==> src/rtl/handshake_const_match.sv <==
// Elastic consumer: compares accepted tokens against CONST_VALUE and returns one
// control token per input via a 2-slot match-bit FIFO. Optional: HANDSHAKE_CONST_MATCH_STICKY_ERR_EN.
module handshake_const_match #(
  parameter int          DATA_WIDTH  = 32,
  parameter int unsigned CONST_VALUE = 3,
  parameter int          CNT_WIDTH   = 8
) (
  input  logic                  clk,
  input  logic                  rst,
  input  logic [DATA_WIDTH-1:0] ins,
  input  logic                  ins_valid,
  output logic                  ins_ready,
  output logic                  outs_valid,
  input  logic                  outs_ready,
  output logic                  outs_match,
  output logic [CNT_WIDTH-1:0]  mismatch_count
`ifdef HANDSHAKE_CONST_MATCH_STICKY_ERR_EN
  ,
  output logic                  err_sticky
`endif
);

  localparam logic [DATA_WIDTH-1:0] CONST_LO = DATA_WIDTH'(CONST_VALUE);
  localparam logic [CNT_WIDTH-1:0]  CNT_MAX  = {CNT_WIDTH{1'b1}};

  typedef enum logic [1:0] {
    EMPTY = 2'd0,
    ONE   = 2'd1,
    FULL  = 2'd2
  } state_t;

  state_t               state_q, state_d;
  logic                 head_q, head_d;
  logic                 tail_q, tail_d;
  logic [CNT_WIDTH-1:0] cnt_q, cnt_d;
  logic                 err_q, err_d;
  logic                 in_xfer, out_xfer, match;

  // Ready depends only on registered state (and reset), never on outs_ready.
  assign ins_ready      = (state_q != FULL) && !rst;
  assign outs_valid     = (state_q != EMPTY);
  assign outs_match     = outs_valid && head_q;
  assign mismatch_count = cnt_q;

  assign match    = (ins == CONST_LO);
  assign in_xfer  = ins_valid && ins_ready;
  assign out_xfer = outs_valid && outs_ready;

  always_comb begin
    state_d = state_q;
    head_d  = head_q;
    tail_d  = tail_q;
    cnt_d   = cnt_q;
    err_d   = err_q;

    unique case (state_q)
      EMPTY: begin
        if (in_xfer) begin
          state_d = ONE;
          head_d  = match;
        end
      end
      ONE: begin
        if (in_xfer && out_xfer) begin
          head_d = match;
        end else if (in_xfer) begin
          state_d = FULL;
          tail_d  = match;
        end else if (out_xfer) begin
          state_d = EMPTY;
        end
      end
      FULL: begin
        // Input is blocked here, so only a drain can happen; tail moves to head.
        if (out_xfer) begin
          state_d = ONE;
          head_d  = tail_q;
        end
      end
      default: state_d = EMPTY;
    endcase

    if (in_xfer && !match) begin
      err_d = 1'b1;
      if (cnt_q != CNT_MAX) cnt_d = cnt_q + 1'b1;
    end
  end

  always_ff @(posedge clk or posedge rst) begin
    if (rst) begin
      state_q <= EMPTY;
      head_q  <= 1'b0;
      tail_q  <= 1'b0;
      cnt_q   <= '0;
      err_q   <= 1'b0;
    end else begin
      state_q <= state_d;
      head_q  <= head_d;
      tail_q  <= tail_d;
      cnt_q   <= cnt_d;
      err_q   <= err_d;
    end
  end

`ifdef HANDSHAKE_CONST_MATCH_STICKY_ERR_EN
  assign err_sticky = err_q;
`else
  logic unused_err;
  assign unused_err = err_q;
`endif

endmodule
==> config.mk <==
export PLATFORM = sky130hd
export DESIGN_NAME = handshake_const_match
export DESIGN_NICKNAME = d
export VERILOG_FILES = /design/src/rtl/handshake_const_match.sv
export SDC_FILE = /design/constraint.sdc
export NUM_CORES = 1
export LEC_CHECK = 0
export BUFFER_PORTS_ARGS = -buffer_cell sky130_fd_sc_hd__buf_4
export CAP_MARGIN = 20
export CORE_ASPECT_RATIO = 1.4
export CORE_UTILIZATION = 36
export DETAILED_ROUTE_END_ITERATION = 8
export PLACE_DENSITY = 0.73
export SYNTH_ARGS = -nofsm -noshare
export SYNTH_HDL_FRONTEND = slang
export SYNTH_SLANG_ARGS = --single-unit
export TNS_END_PERCENT = 30
==> constraint.sdc <==
create_clock -name clk -period 1.6 [get_ports clk]
set_input_delay 0.24 -clock clk [delete_from_list [all_inputs] [get_ports clk]]
set_output_delay 0.24 -clock clk [all_outputs]
set_load 0.01 [all_outputs]
; ---- Word level (Yosys, flattened, before mapping)
; Index checks and enable logic that the tools add are counted.
[word_totals]
reg_bits = 12
in_bits = 36
word_cells = 41
[classes]
addsub = 1
eq_ne = 10
muxes = 10
bitwise_logic = 1
n_reduce_logical = 15
[ops]
columns = op, n
row1 = 32-bit by 2-bit equality test with 1-bit output (second input constant), 1
row2 = 2-bit two-way mux, 5
row3 = 2-bit != test (second input constant), 5
row4 = 8-bit by 1-bit adder with 8-bit output (second input constant), 1
row5 = 8-bit != test (second input constant), 1
row6 = 4-bit AND reduction, 2
row7 = 1-bit logical AND, 6
row8 = 2-bit one-hot mux with 3 select lines, 1
row9 = 1-bit two-way mux, 3
row10 = 3-bit != test (second input constant), 1
row11 = 1-bit one-hot mux with 3 select lines, 1
row12 = 3-bit AND reduction, 1
row13 = 3-bit nonzero test, 1
row14 = 2-bit by 1-bit equality test with 1-bit output (second input constant), 1
row15 = 2-bit equality test (second input constant), 1
row16 = 1-bit zero test, 2
row17 = 2-bit zero test, 1
row18 = 2-bit AND reduction, 1
row19 = 2-bit nonzero test, 1
row20 = 1-bit NOT, 1

; ---- Depth between registers and ports, before layout
[logic_depth]
word_depth = 6
ltp_mapped = 5
ltp_nobuf = 5

; ---- Worst setup path before layout
; OpenSTA, ideal clock, no wires.
[synth_path]
kind = input -> register
start = input ins[26]
end = register cnt_q[1] (netlist: mismatch_count[1])
arrival_time_ns = 1.469
t_required_ns = 1.475
setup_slack_ns = 0.006
cell_stages = 5
path_buffers = 0
path_cell_list = nor4_1 > nand2_1 > nor4_4 > nor2_2 > mux2_4
[synth_via]
elab_chain_cells = 4
[synth_lines]
columns = element, line_no
row1 = start: declaration, 10  ; input logic [DATA_WIDTH-1:0] ins,
row2 = 32-bit by 2-bit equality test with 1-bit output, 45  ; assign match = (ins == CONST_LO);
row3 = 1-bit zero test, 83  ; if (in_xfer && !match) begin
row4 = 1-bit logical AND, 83
row5 = 2-bit AND reduction (no line), -
row6 = end signal: assignment, 100  ; cnt_q <= cnt_d;
row7 = end: declaration, 35  ; logic [CNT_WIDTH-1:0] cnt_q, cnt_d;
; No other way between the ends.
; A chain may end at the register's enable or synchronous reset.

; ---- Final worst setup path
[layout_path]
start = register state_q[0]
end = output outs_match
[layout_via]
elab_chain_cells = 2
[layout_lines]
columns = element, line_no
row1 = start: declaration, 32  ; state_t state_q, state_d;
row2 = start signal: assignment, 97  ; state_q <= state_d;
row3 = 2-bit nonzero test, 41  ; assign outs_valid = (state_q != EMPTY);
row4 = 1-bit logical AND, 42  ; assign outs_match = outs_valid && head_q;
row5 = end: declaration, 15  ; output logic outs_match,
; No other way between the ends.

==> summary.md <==
| Metric | Value |
|---|---|
| Die Ht | `54.85 um` |
| Largest net degree at the start of global routing | `13` |
| Sw Ratio | `31.93%` |
| Crit start category | `flip-flop` |
| Yosys top cell area share | `41.81%` |
| Sequential power share | `32.7%` |
| Outcome | `completed` |
| Final WL | `1.909 mm` |
| CTS H-tree depth | `1` |
| Setup ws final | `51.83 ps` |
| Max Freq | `645.9 MHz` |
| Met3 WL | `153 um` |
| Crit Reg-Reg Startpoint | `state_q[1]` |
| Path type of the worst min-delay path | `primary input to asynchronous set/reset pin` |
| Avg Inst Size Synth | `9.450 um2` |
| Max-cap violation count | `0` |
| Global-route wire length before repair | `3.056 mm` |
| Logic gate share of total power | `49.1%` |
| Synth Flop Type | `dfrtp_1` |
| WS Path Type | `flip-flop to primary output` |
| Tot Pwr | `1314 uW` |
| Post-DRT Antenna Nets | `0` |
| Worst Tran Pin Value | `464.3 ps` |
| Synth top area cells | `dfrtp_1 (42%), xor2_1 (7.3%), nor4_1 (7.0%), nand2_1 (3.7%), a21oi_1 (3.5%)` |
| R2r worst-path depth | `6` |
| Reg-to-reg endpoint | `mismatch_count[7]` |
| Nets | `178` |
| Max Root-Sink Buffers | `2` |
| Slowest stage delay, CP | `400 ps` |
| Slowest-stage cell, CP | `dfrtp_1` |
| CTS sink count | `12` |
| Layout cells sized above 1 | `53.57%` |
| RSZ-0062 raised after global routing | `true` |
| EDFF count, synth | `0` |
| DR pass1 iterations | `5` |
| GRT overflow | `0` |
| Hold buffers post-CTS | `0` |
| CTS root buffer | `clkbuf_4` |
| Detailed placer's ending HPWL | `1.622 mm` |
| IO Port Bufs | `46` |
| Sequential area share after synthesis | `41.81%` |
| Post-Syn Nets | `113` |
| Pwr Density | `1039 mW/mm2` |
| Rel. slew slack | `69.01%` |
| Wire length per cell | `11.93 um` |
| # rows | `18` |
| Crit path required time | `1360 ps` |
| Final Hold Viols | `0` |
| YS warnings | `0` |
| 1st-iter DRT viols | `8` |
| Final Cell Area | `0.001265 mm2` |
| Synth unique cells | `29` |
| Critical path endpoint category | `primary output` |
| Peak VDD IR | `0.6886 mV` |
| All-Layer GR Usage | `20.75%` |
| Yosys reg bits | `12` |
| Layout area overhead | `76.13%` |
| Net Switching | `419.5 uW` |
| Max Slew Vio Count | `0` |
| Final setup viols | `0` |
| CP cell instances | `buf_6, or2_4, and2_4, buf_4` |
| Number of global-route vias before repair | `822` |
| Register-to-register setup slack | `100 ps` |
| Ant diodes | `0` |
| Min Tclk post-route | `1548 ps` |
| Clock share of power | `18.2%` |
| WL met2 | `1.029 mm` |
| Later-pin clock latency in the skew report | `270 ps` |
| Cell Area, Synth | `718.2 um2` |
| Clk pin slew, worst setup/hold paths | `80 ps` |
| Core area | `0.001824 mm2` |
| IO Count | `47` |
| Leakage Power | `0.0006309 uW` |
| Top Layer Used | `met4` |
| CTS tree | `yes` |
| DRC Markers | `0` |
| GPL Wtd Cong | `0.7639` |
| Die W | `39.75 um` |
| Via-per-instance ratio | `5.131` |
| Area leader, netlist | `dfrtp_1` |
| Antenna violations before repair | `0` |
| P_int | `894.5 uW` |
| Mapped Cells | `76` |
| CP arrival | `1310 ps` |
| Die ar. | `0.002180 mm2` |
| Via count | `821` |
| Clock skew | `1.148 ps` |
| Place WS | `-102.6 ps` |
| Post-DP Area | `0.001179 mm2` |
| Final Hold Slack | `1.987 ps` |
| Met1 wire length | `700 um` |
| Clock buffer count from CTS | `3` |
| Initial Utilization | `39.37%` |
| CP Max Fanout | `2` |
| Fraction of registers with async set/reset | `100.0%` |
| Period utilization | `96.76%` |
logic make-up after synthesis:
kind of cell,Yosys count,share of synthesized area [%]
flops,12,41.81
fa+ha+maj,1,1.742
buf+inv,2,1.046
simple gates,42,35.37
mux,2,3.658
compound gates,11,9.060
xor+xnor,6,7.317
critical path, delay by kind of cell (launching register included):
family	cells	cell delay (ps)
and+or+nand+nor	2	390
buffers and inverters	2	250
DFF	1	400
cells in the mapped netlist, types with 2 or more instances:
cell      count
a21oi_1       5
dfrtp_1      12
inv_1         2
nand2_1       7
nand2b_1      3
nand3_1       5
nand4_1       2
nor2_1        4
nor3_1        3
nor3b_1       2
nor4_1        8
xor2_1        6
how the worst max path moves through the flow:
stage / startpoint / slack [ps] / end / cells after the start
finish: state_q[0] / 50 / outs_match / 4
global route: state_q[1] / -7 / mismatch_count[7] / 6
CTS: state_q[0] / 40 / ins_ready / 5
detailed placement: ins[5] / -100 / mismatch_count[6] / 7
global placement: ins[26] / -60 / mismatch_count[5] / 7
floorplan: ins[26] / 6 / mismatch_count[1] / 5
registers in the layout (all words and copies together) (netlist names):
| signal | flops |
|---|---|
| mismatch_count | 8 |
| state_q | 2 |
| head_q | 1 |
| tail_q | 1 |
power by group through the flow:
stage / registers, uW / logic, uW / clock network [uW]
6_report: 430 / 646 / 239
5_1_grt: 440 / 711 / 262
4_1_cts: 432 / 641 / 243
3_5_place_dp: 437 / 614 / 0
3_3_place_gp: 432 / 602 / 0
2_1_floorplan: 513 / 177 / 0
timing repair:
item / 4_1_cts / 5_1_grt
endpoints found under the setup margin: 1 / 5
buffers inserted: 2 / 0
gates resized for setup: 4 / 5
layer usage:
layer,up-vias,global-route usage [%]
met2,51,39.34
met5,-,0
li1,409,-
met4,0,9.770
met1,359,20.45
met3,2,4.065
final cells by class:
cell class / instances / area, um2
clock buffers: 4 / 36.28
fillers: 148 / 559.3
inverters: 2 / 7.507
multi-input cells: 62 / 437.9
flip-flops and latches: 12 / 300.3
well taps: 20 / 25.02
repair buffers: 60 / 457.9
metrics by stage:
stage | instances | utilization (%) | setup TNS [ps]
2_1_floorplan | 76 | - | 0
3_3_place_gp | 154 | 64.61 | -352.0
3_5_place_dp | 154 | 64.61 | -588.3
4_1_cts | 160 | 68.11 | 0
5_1_grt | 160 | 69.34 | -7.351
6_report | 160 | 69.34 | 0
cell usage in the layout, fill, tap and decap left out:
| master | Yosys | layout |
|---|---|---|
| xor2_1 | 6 | 6 |
| nand2_2 | 0 | 1 |
| o22ai_1 | 1 | 1 |
| clkbuf_4 | 0 | 3 |
| clkbuf_8 | 0 | 1 |
| o21ai_0 | 1 | 1 |
| nor4_4 | 1 | 1 |
| nand2b_1 | 3 | 3 |
| mux2_4 | 1 | 1 |
| nor4b_2 | 0 | 1 |
| o21a_1 | 1 | 1 |
| nand3_1 | 5 | 5 |
| inv_1 | 2 | 2 |
| nor3b_1 | 2 | 2 |
| nor3b_2 | 1 | 1 |
| and2_4 | 0 | 1 |
| a31oi_1 | 1 | 1 |
| and4_1 | 1 | 1 |
| nor4_2 | 0 | 1 |
| nor2b_2 | 0 | 1 |
| nor2_4 | 0 | 1 |
| nand4_1 | 2 | 2 |
| a21oi_1 | 5 | 5 |
| o21bai_1 | 1 | 1 |
| nor3_1 | 3 | 3 |
| nand2_1 | 7 | 6 |
| nor4_1 | 8 | 7 |
| buf_4 | 0 | 58 |
| or2_4 | 0 | 1 |
| nor2_1 | 4 | 4 |
| dfrtp_1 | 12 | 12 |
| a21boi_0 | 1 | 1 |
| ha_1 | 1 | 1 |
| buf_6 | 0 | 2 |
| mux2_2 | 1 | 1 |
(Power assumes the default switching activity.)
